--- src/rtl/uart_pkg.sv ---
// Shared UART definitions: state encoding, frame geometry and baud helpers.
// Imported by the TX engine, the baud generator and the future RX engine.
package uart_pkg;

    typedef logic [1:0] state_t;

    localparam state_t IDLE  = 2'd0;
    localparam state_t START = 2'd1;
    localparam state_t DATA  = 2'd2;
    localparam state_t STOP  = 2'd3;

    localparam int unsigned UART_DATA_BITS = 8;

    // Guard against a zero baud so elaboration reports the check, not a divide.
    function automatic int unsigned clks_per_bit(
        input int unsigned clk_freq,
        input int unsigned baud
    );
        if (baud == 0) begin
            return 0;
        end
        return clk_freq / baud;
    endfunction

endpackage

--- src/rtl/uart_baud_gen.sv ---
// Bit-period counter: runs while enabled, wraps every CLKS_PER_BIT cycles.
// Shared between the TX engine and the RX engine.
module uart_baud_gen #(
    parameter int unsigned CLKS_PER_BIT = 434
) (
    input  logic clk_i,
    input  logic rst_ni,
    input  logic en_i,
    input  logic clr_i,
    output logic bit_done_o
);

    localparam int unsigned W = (CLKS_PER_BIT > 2) ? $clog2(CLKS_PER_BIT) : 1;
    localparam logic [W-1:0] CNT_MAX = W'(CLKS_PER_BIT - 1);

    logic [W-1:0] cnt_q;
    logic [W-1:0] cnt_d;
    logic         at_max;

    assign at_max     = (cnt_q == CNT_MAX);
    assign bit_done_o = en_i & at_max;

    always_comb begin
        cnt_d = cnt_q;
        if (clr_i || !en_i || at_max) begin
            cnt_d = '0;
        end else begin
            cnt_d = cnt_q + W'(1);
        end
    end

    always_ff @(posedge clk_i or negedge rst_ni) begin
        if (!rst_ni) begin
            cnt_q <= '0;
        end else begin
            cnt_q <= cnt_d;
        end
    end

endmodule

--- src/rtl/uart_tx_engine.sv ---
// 8N1 UART transmitter draining a show-ahead FIFO onto tx_o.
// Frames run back-to-back while the FIFO holds data and tx_en_i is set.
module uart_tx_engine
    import uart_pkg::*;
#(
    parameter int unsigned CLK_FREQ  = 50_000_000,
    parameter int unsigned BAUD_RATE = 115_200
) (
    input  logic       clk_i,
    input  logic       rst_ni,
    input  logic       tx_en_i,
    input  logic [7:0] fifo_rdata_i,
    input  logic       fifo_empty_i,
    output logic       fifo_re_o,
    output logic       tx_o,
    output logic       busy_o
);

    localparam int unsigned CLKS_PER_BIT = clks_per_bit(CLK_FREQ, BAUD_RATE);
    localparam logic [2:0]  LAST_IDX     = 3'(UART_DATA_BITS - 1);

    if (CLKS_PER_BIT < 2) begin : g_cpb_check
        $error("uart_tx_engine: CLKS_PER_BIT must be at least 2");
    end

    state_t     state_q;
    state_t     state_d;
    logic       busy_q;
    logic       tx_q;
    logic       tx_d;
    logic [7:0] shift_q;
    logic [7:0] shift_d;
    logic [2:0] idx_q;
    logic [2:0] idx_d;

    logic bit_done;
    logic last_bit;
    logic load_slot;
    logic load;

    assign last_bit  = (idx_q == LAST_IDX);
    assign load_slot = (state_q == IDLE) | ((state_q == STOP) & bit_done);
    // Reset gates the pop so a held-in-reset engine never drains the FIFO.
    assign load      = rst_ni & tx_en_i & ~fifo_empty_i & load_slot;

    assign fifo_re_o = load;
    assign tx_o      = tx_q;
    assign busy_o    = busy_q;

    uart_baud_gen #(
        .CLKS_PER_BIT(CLKS_PER_BIT)
    ) u_baud (
        .clk_i      (clk_i),
        .rst_ni     (rst_ni),
        .en_i       (state_q != IDLE),
        .clr_i      (load),
        .bit_done_o (bit_done)
    );

    always_ff @(posedge clk_i or negedge rst_ni) begin
        if (!rst_ni) begin
            state_q <= IDLE;
            busy_q  <= 1'b0;
        end else begin
            state_q <= state_d;
            busy_q  <= (state_d != IDLE);
        end
    end

    always_comb begin
        state_d = state_q;
        unique case (state_q)
            IDLE: begin
                if (load) begin
                    state_d = START;
                end
            end
            START: begin
                if (bit_done) begin
                    state_d = DATA;
                end
            end
            DATA: begin
                if (bit_done && last_bit) begin
                    state_d = STOP;
                end
            end
            STOP: begin
                if (bit_done) begin
                    state_d = load ? START : IDLE;
                end
            end
            default: state_d = IDLE;
        endcase
    end

    always_comb begin
        tx_d    = tx_q;
        shift_d = shift_q;
        idx_d   = idx_q;
        if (load) begin
            shift_d = fifo_rdata_i;
            tx_d    = 1'b0;
            idx_d   = 3'd0;
        end else begin
            unique case (state_q)
                IDLE: tx_d = 1'b1;
                START: begin
                    if (bit_done) begin
                        tx_d = shift_q[0];
                    end
                end
                DATA: begin
                    // Next bit is already at shift_q[1] before the shift lands.
                    if (bit_done) begin
                        shift_d = shift_q >> 1;
                        idx_d   = idx_q + 3'd1;
                        tx_d    = last_bit ? 1'b1 : shift_q[1];
                    end
                end
                STOP: begin
                    if (bit_done) begin
                        tx_d = 1'b1;
                    end
                end
                default: tx_d = 1'b1;
            endcase
        end
    end

    always_ff @(posedge clk_i or negedge rst_ni) begin
        if (!rst_ni) begin
            tx_q    <= 1'b1;
            shift_q <= 8'h00;
            idx_q   <= 3'd0;
        end else begin
            tx_q    <= tx_d;
            shift_q <= shift_d;
            idx_q   <= idx_d;
        end
    end

endmodule

--- config.mk ---
export PLATFORM = sky130hd
export DESIGN_NAME = uart_tx_engine
export DESIGN_NICKNAME = d
export VERILOG_FILES = /design/src/rtl/uart_pkg.sv /design/src/rtl/uart_baud_gen.sv /design/src/rtl/uart_tx_engine.sv
export SDC_FILE = /design/constraint.sdc
export NUM_CORES = 1
export LEC_CHECK = 0
export BUFFER_PORTS_ARGS = -buffer_cell sky130_fd_sc_hd__buf_2
export CAP_MARGIN = 10
export CORE_ASPECT_RATIO = 0.8
export CORE_MARGIN = 4
export CORE_UTILIZATION = 55
export CTS_BUF_LIST = sky130_fd_sc_hd__clkbuf_8 sky130_fd_sc_hd__clkbuf_16
export DETAILED_ROUTE_END_ITERATION = 6
export GPL_TIMING_DRIVEN = 0
export HOLD_SLACK_MARGIN = 0.08
export PLACE_DENSITY = 0.76
export SYNTH_ARGS = -nofsm -noshare
export SYNTH_HDL_FRONTEND = slang
export SYNTH_SLANG_ARGS = --single-unit
--- constraint.sdc ---
create_clock -name clk_i -period 3.9 [get_ports clk_i]
set_clock_uncertainty 0.05 [all_clocks]
set_input_delay 0.78 -clock clk_i [delete_from_list [all_inputs] [get_ports clk_i]]
set_output_delay 0.78 -clock clk_i [all_outputs]
set_load 0.01 [all_outputs]
==> results of run 1 <==
## area by class of cell
| cell class | count | area share |
|---|---|---|
| buffer | 3 | 0.009434 |
| timing repair buffer | 14 | 0.04803 |
| clock buffer | 3 | 0.02830 |
| inverter | 8 | 0.02058 |
| clock inverter | 1 | 0.002573 |
| sequential | 24 | 0.4125 |
| multi-input combinational | 86 | 0.4571 |
| tap | 25 | 0.02144 |
## cells by family after synthesis
kind of cell,synth area share
compound gates,0.09438
buf+inv,0.03336
fa+ha+maj,0.08580
mux,0.1354
simple gates,0.1525
flops,0.4585
xor+xnor,0.04004
## worst max-delay path, cell delays in order
cell	delay, ns
sky130_fd_sc_hd__buf_2	0.44
sky130_fd_sc_hd__nand2_1	0.10
sky130_fd_sc_hd__nor3_1	0.43
sky130_fd_sc_hd__nand2_1	0.32
sky130_fd_sc_hd__inv_1	0.23
sky130_fd_sc_hd__buf_2	0.16
## synthesized netlist by cell type (2+ instances only)
library cell / instances / area share
sky130_fd_sc_hd__dfrtp_1: 23 / 0.44
sky130_fd_sc_hd__mux2_2: 14 / 0.12
sky130_fd_sc_hd__nor2_1: 12 / 0.034
sky130_fd_sc_hd__ha_1: 9 / 0.086
sky130_fd_sc_hd__inv_1: 8 / 0.023
sky130_fd_sc_hd__or3_1: 5 / 0.024
sky130_fd_sc_hd__xnor2_1: 5 / 0.033
sky130_fd_sc_hd__a21oi_1: 4 / 0.015
sky130_fd_sc_hd__nand2_1: 4 / 0.011
sky130_fd_sc_hd__nand3_1: 4 / 0.015
sky130_fd_sc_hd__o21ai_0: 3 / 0.011
sky130_fd_sc_hd__a211o_1: 2 / 0.013
sky130_fd_sc_hd__mux2i_1: 2 / 0.015
sky130_fd_sc_hd__nand4_1: 2 / 0.0095
sky130_fd_sc_hd__nor3_1: 2 / 0.0076
sky130_fd_sc_hd__nor4_1: 2 / 0.0095
## stage by stage
step                      std cells  setup slack, ns  utilization  area [sq um]  hold slack (ns)
after floorplan                 121            1.366            -          1313           0.4105
after global placement          160           0.6077       0.6384          1414           0.4173
after detailed placement        160           0.5582       0.6384          1414           0.4379
after CTS                       164           0.5585       0.6588          1459           0.4516
after global routing            164           0.2765       0.6588          1459           0.4626
final                           164           0.5962       0.6588          1459           0.4379
## power by group through the flow
stage	sequential [uW]	combinational [uW]	clock [uW]
after detailed placement	254	11.1	0
after CTS	249	11.0	154
after global routing	249	12.3	165
final	249	10.5	147
after floorplan	254	0.488	0
after global placement	254	10.6	0
## cell usage in the layout (no fill, tap or decap), types with 2 or more instances in the layout
cell type	n
sky130_fd_sc_hd__nor4_1	2
sky130_fd_sc_hd__nand2_1	4
sky130_fd_sc_hd__clkbuf_8	3
sky130_fd_sc_hd__nand4_1	2
sky130_fd_sc_hd__nand3_1	4
sky130_fd_sc_hd__ha_1	9
sky130_fd_sc_hd__xnor2_1	5
sky130_fd_sc_hd__or3_1	5
sky130_fd_sc_hd__a211o_1	2
sky130_fd_sc_hd__mux2_2	14
sky130_fd_sc_hd__mux2i_1	2
sky130_fd_sc_hd__a21oi_1	4
sky130_fd_sc_hd__o21ai_0	3
sky130_fd_sc_hd__nor2_1	12
sky130_fd_sc_hd__dfrtp_1	23
sky130_fd_sc_hd__buf_2	15
sky130_fd_sc_hd__inv_1	9
sky130_fd_sc_hd__nor3_1	2
## layer usage
layer,global-route usage,up-vias
met1,0.2025,456
met4,0.04029,0
met2,0.2832,9
met3,0.04752,2
met5,0,-
li1,-,468
## flip-flops by register name, summed over array words and instances, names as in the netlist
| register | flops |
|---|---|
| tx_o | 1 |
| busy_o | 1 |
| u_baud.cnt_q | 9 |
| state_q | 2 |
| idx_q | 3 |
| shift_q | 8 |
## final timing paths
path	from	end	slack, ns
setup / recovery	rst_ni	fifo_re_o	0.60
hold / removal	rst_ni	u_baud.cnt_q[6]	0.44
min in group clk_i	tx_o	tx_o	0.46
max in group asynchronous	rst_ni	tx_o	2.99
hold reg to reg	tx_o	tx_o	0.46
setup reg to reg	u_baud.cnt_q[2]	shift_q[1]	1.26
==> impl_metrics.env, run 1 <==
export IMPL_status="complete, no violations"
export IMPL_synthesis_yosys_warnings=0
export IMPL_post_synth_instance_area_sq_um=1313
export IMPL_grt_util_all_layers=0.1632
export IMPL_core_area_sq_um=2215
export IMPL_die_width_um=62.62
export IMPL_final_hpwl_from_detailed_placement_um=1849
export IMPL_drt_first_pass_iters=4
export IMPL_startpoint_type="input pin"
export IMPL_syn_to_final_growth_pct=11.15
export IMPL_largest_net_degree_at_the_start_of_global_routing=27
export IMPL_drt_wirelength_per_cell_um=14.58
export IMPL_detailroute_via_count=935
export IMPL_leakage_uw=0.0006785
export IMPL_combinationalPowerShare=0.026
export IMPL_total_power_uw=406.5
export IMPL_top_level_ports=15
export IMPL_total_switching_power_uw=83.34
export IMPL_placement_rows=15
export IMPL_cts_setup_buffers=0
export IMPL_tritoncts="done"
export IMPL_totalNegativeSetupSlack_ns=0
export IMPL_crit_required_ns=3.07
export IMPL_design_die_area_sq_um=3237
export IMPL_cp_max_fo=26
export IMPL_setup_worst_path_class="in2out"
export IMPL_io_buffer_count=14
export IMPL_top_metal_layer_carrying_routed_signals="met4"
export IMPL_ff_latch_area_sq_um=601.8
export IMPL_synth_sequential_area_ratio=0.4585
export IMPL_timing_final_crit_share=0.8471
export IMPL_seq_power_share=0.612
export IMPL_drv_max_cap_violation_count=0
export IMPL_worst_setup_hold_path_clk_slew_ns=0.08
export IMPL_nFillCells=184
export IMPL_detailroute_wirelength_met3_um=72
export IMPL_total_met2_wirelength_after_detailed_routing_um=1229
export IMPL_syn_area_per_cell_sq_um=10.85
export IMPL_cp_data_arrival_time_ns=2.47
export IMPL_timing_hold_violations_final=0
export IMPL_final_layout_size_suffix_gt1_frac=0.2446
export IMPL_wire_length_of_the_first_global_routing_pass_um=4222
export IMPL_ys_flop_type="sky130_fd_sc_hd__dfrtp_1"
export IMPL_postCtsResizedCells=0
export IMPL_timing_final_setup_violations=0
export IMPL_postCtsHoldBufs=0
export IMPL_grt_antenna_before_repair=0
export IMPL_power_report_internal_total_uw=323.2
export IMPL_number_of_enable_type_register_cells_in_the_synthesized_netlist=0
export IMPL_vias_per_cell=5.701
export IMPL_worst_slew_pin_transition_ns=0.5451
export IMPL_part_of_the_power_in_the_clock_network=0.363
export IMPL_slew_limit_headroom=0.6366
export IMPL_gpl_final_weighted_congestion=0.7980
export IMPL_clockBufferDepth=2
export IMPL_sw_frac_of_total=0.2050
export IMPL_tritoncts_num_sinks=24
export IMPL_max_vdd_ir_drop_uv=271.9
export IMPL_num_antenna_cells=0
export IMPL_clock_tree_root_cell="sky130_fd_sc_hd__clkbuf_8"
export IMPL_post_synth_inst_count=121
export IMPL_finalWorstPathRequiredPeriod_ns=3.304
export IMPL_maxClockFrequency_mhz=302.7
export IMPL_num_nets_final=161
export IMPL_drt_iter0_markers=35
export IMPL_drt_wl_total_um=2391
export IMPL_critical_path_endpoint_type="primary output"
export IMPL_timing_max_transition_violations_final=0
export IMPL_floorplan_initialDensity=0.5927
export IMPL_clk_latency_ns=0.27
export IMPL_multi_input_area_sq_um=666.9
export IMPL_overflow=0
export IMPL_htree_num_levels=1
export IMPL_drc=0
export IMPL_holdCritPathClass="in2async"
export IMPL_vias_in_the_first_global_route=965
export IMPL_reg2regPathDepth=6
export IMPL_numCtsBuffers=3
export IMPL_async_reset_ff_frac=1.000
export IMPL_yosys_cell_types_count=36
export IMPL_grt_setup_unrepaired="false"
export IMPL_synthesized_nets=142
export IMPL_synth_ff_latch_count=24
export IMPL_route_layer_met1_wl_um=1080
export IMPL_ant_nets=0
export IMPL_chipHeight_um=51.70
export IMPL_power_per_cell_area_nw_per_um2=278.7
Note: power is estimated with default switching activity, not from simulation.
==> run 2, diff against run 1 <==
==> constraint.sdc (replaced) <==
create_clock -name clk_i -period 3.3 [get_ports clk_i]
set_clock_uncertainty 0.05 [all_clocks]
set_input_delay 0.66 -clock clk_i [delete_from_list [all_inputs] [get_ports clk_i]]
set_output_delay 0.66 -clock clk_i [all_outputs]
set_load 0.01 [all_outputs]
==> impl_metrics.env, run 2 (synthesis gave the netlist of run 1 again) <==
export IMPL_tritoncts_num_sinks=24
export IMPL_leakage_uw=0.0006798
export IMPL_clock_tree_root_cell="sky130_fd_sc_hd__clkbuf_8"
export IMPL_dpl_cell_area_sq_um=1414
export IMPL_maxClockFrequency_mhz=329.0
export IMPL_totalNegativeSetupSlack_ns=0
export IMPL_total_power_uw=481.2
export IMPL_cp_data_arrival_time_ns=2.33
export IMPL_reg2reg_from="u_baud.cnt_q[2]"
export IMPL_power_per_cell_area_nw_per_um2=328.2
export IMPL_grt_antenna_before_repair=0
export IMPL_regToRegEndpoint="shift_q[1]"
export IMPL_drv_max_cap_violation_count=0
export IMPL_post_route_cell_area_sq_um=1466
export IMPL_critical_path_endpoint_type="primary output"
export IMPL_timing_final_setup_violations=0
export IMPL_num_antenna_cells=0
export IMPL_setup_worst_path_class="reg2out"
export IMPL_syn_to_final_growth_pct=11.73
export IMPL_largest_register="u_baud.cnt_q"
export IMPL_startpoint_type="flop"
export IMPL_core_area_sq_um=2215
export IMPL_crit_required_ns=2.59
export IMPL_mostFrequentLayoutCell="sky130_fd_sc_hd__dfrtp_1"
export IMPL_top_level_ports=15
export IMPL_worst_slew_pin_transition_ns=0.4204
export IMPL_timing_final_crit_share=0.9211
export IMPL_gr_usage_met1=0.2025
export IMPL_ant_nets=0
export IMPL_wire_length_of_the_first_global_routing_pass_um=4222
export IMPL_grt_util_all_layers=0.1632
export IMPL_postCtsHoldBufs=0
export IMPL_largest_registers="u_baud.cnt_q (9), shift_q (8), idx_q (3)"
export IMPL_detailroute_via_count=932
export IMPL_drt_iter0_markers=36
export IMPL_timing_hold_violations_final=0
export IMPL_overflow=0
export IMPL_max_vdd_ir_drop_uv=320.8
export IMPL_num_nets_final=161
export IMPL_finalWorstPathRequiredPeriod_ns=3.040
export IMPL_io_buffer_count=14
export IMPL_timing_max_transition_violations_final=0
export IMPL_vias_per_cell=5.683
export IMPL_utilization=0.6621
export IMPL_numCtsBuffers=3
export IMPL_design_die_area_sq_um=3237
export IMPL_worst_setup_hold_path_clk_slew_ns=0.08
export IMPL_slew_limit_headroom=0.7198
export IMPL_die_width_um=62.62
export IMPL_status="complete, no violations"
export IMPL_clk_latency_ns=0.27
export IMPL_gr_usage_met2=0.2832
export IMPL_final_layout_size_suffix_gt1_frac=0.2518
export IMPL_regToRegSetupSlack_ns=0.66
export IMPL_cp_max_fo=8
export IMPL_drt_wl_total_um=2394
export IMPL_htree_num_levels=1
export IMPL_gpl_final_weighted_congestion=0.7980
export IMPL_floorplan_initialDensity=0.5927
export IMPL_chipHeight_um=51.70
export IMPL_placement_rows=15
export IMPL_vias_in_the_first_global_route=965
export IMPL_grt_setup_unrepaired="false"
export IMPL_drc=0
export IMPL_postCtsResizedCells=0
export IMPL_global_route_peak_usage_layer="met2"
export IMPL_holdCritPathClass="in2async"
export IMPL_reg2regPathDepth=6
export IMPL_flip_flop_count_of_the_largest_register_after_layout=9
export IMPL_largest_net_degree_at_the_start_of_global_routing=27
export IMPL_final_hpwl_from_detailed_placement_um=1849
export IMPL_layout_cells_most_common_list="sky130_fd_sc_hd__dfrtp_1 (23), sky130_fd_sc_hd__buf_2 (14), sky130_fd_sc_hd__mux2_2 (14), sky130_fd_sc_hd__nor2_1 (12)"
export IMPL_grt_met3_usage=0.04752
export IMPL_drt_first_pass_iters=4
export IMPL_drt_wirelength_per_cell_um=14.60
export IMPL_nFillCells=184
export IMPL_cts_setup_buffers=0
export IMPL_clockBufferDepth=2
export IMPL_tritoncts="done"
## run 2: metal layers
metal / wire [um] / up-vias
met4: 8 / 0
met1: 1090 / 451
met5: 0 / -
met2: 1223 / 11
li1: - / 468
met3: 72 / 2
## run 2: report_power, final
group          total [uW]  internal [uW]  switching (uW)
logic                13.0           5.24            7.78
registers             294            294               0
clock network         174           83.2            91.2
total                 481            382            99.0
## run 2: worst max-delay path, stage by stage (launching register included)
cell and delay (ns):
sky130_fd_sc_hd__dfrtp_1 0.44, sky130_fd_sc_hd__or4b_1 0.51, sky130_fd_sc_hd__clkbuf_2 0.17, sky130_fd_sc_hd__o21bai_1 0.28, sky130_fd_sc_hd__nand2_1 0.28, sky130_fd_sc_hd__inv_1 0.22, sky130_fd_sc_hd__buf_2 0.16
## run 2: layout make-up
cell class	instances	area, sq um	area share
Clock inverter	1	3.754	0.002560
Buffer	3	13.76	0.009386
Clock buffer	3	41.29	0.02816
Inverter	8	30.03	0.02048
Timing Repair Buffer	14	72.57	0.04949
Sequential cell	24	601.8	0.4104
Multi-Input combinational cell	86	671.9	0.4582
Tap cell	25	31.28	0.02133
## run 2: metrics by stage
| stage | setup slack (ns) | hold slack [ns] | instances |
|---|---|---|---|
| 6_report | 0.2602 | 0.2616 | 164 |
| 5_1_grt | 0.03614 | 0.2722 | 164 |
| 4_1_cts | 0.1985 | 0.3316 | 164 |
| 3_5_place_dp | 0.1982 | 0.4379 | 160 |
| 3_3_place_gp | 0.2477 | 0.4173 | 160 |
| 2_1_floorplan | 0.8619 | 0.3144 | 121 |
## run 2: worst max-delay path by stage
stage                       to       startpoint
finish               fifo_re_o  u_baud.cnt_q[2]
global route         fifo_re_o  u_baud.cnt_q[3]
CTS                  fifo_re_o           rst_ni
detailed placement   fifo_re_o           rst_ni
global placement     fifo_re_o           rst_ni
floorplan           shift_q[0]  u_baud.cnt_q[3]
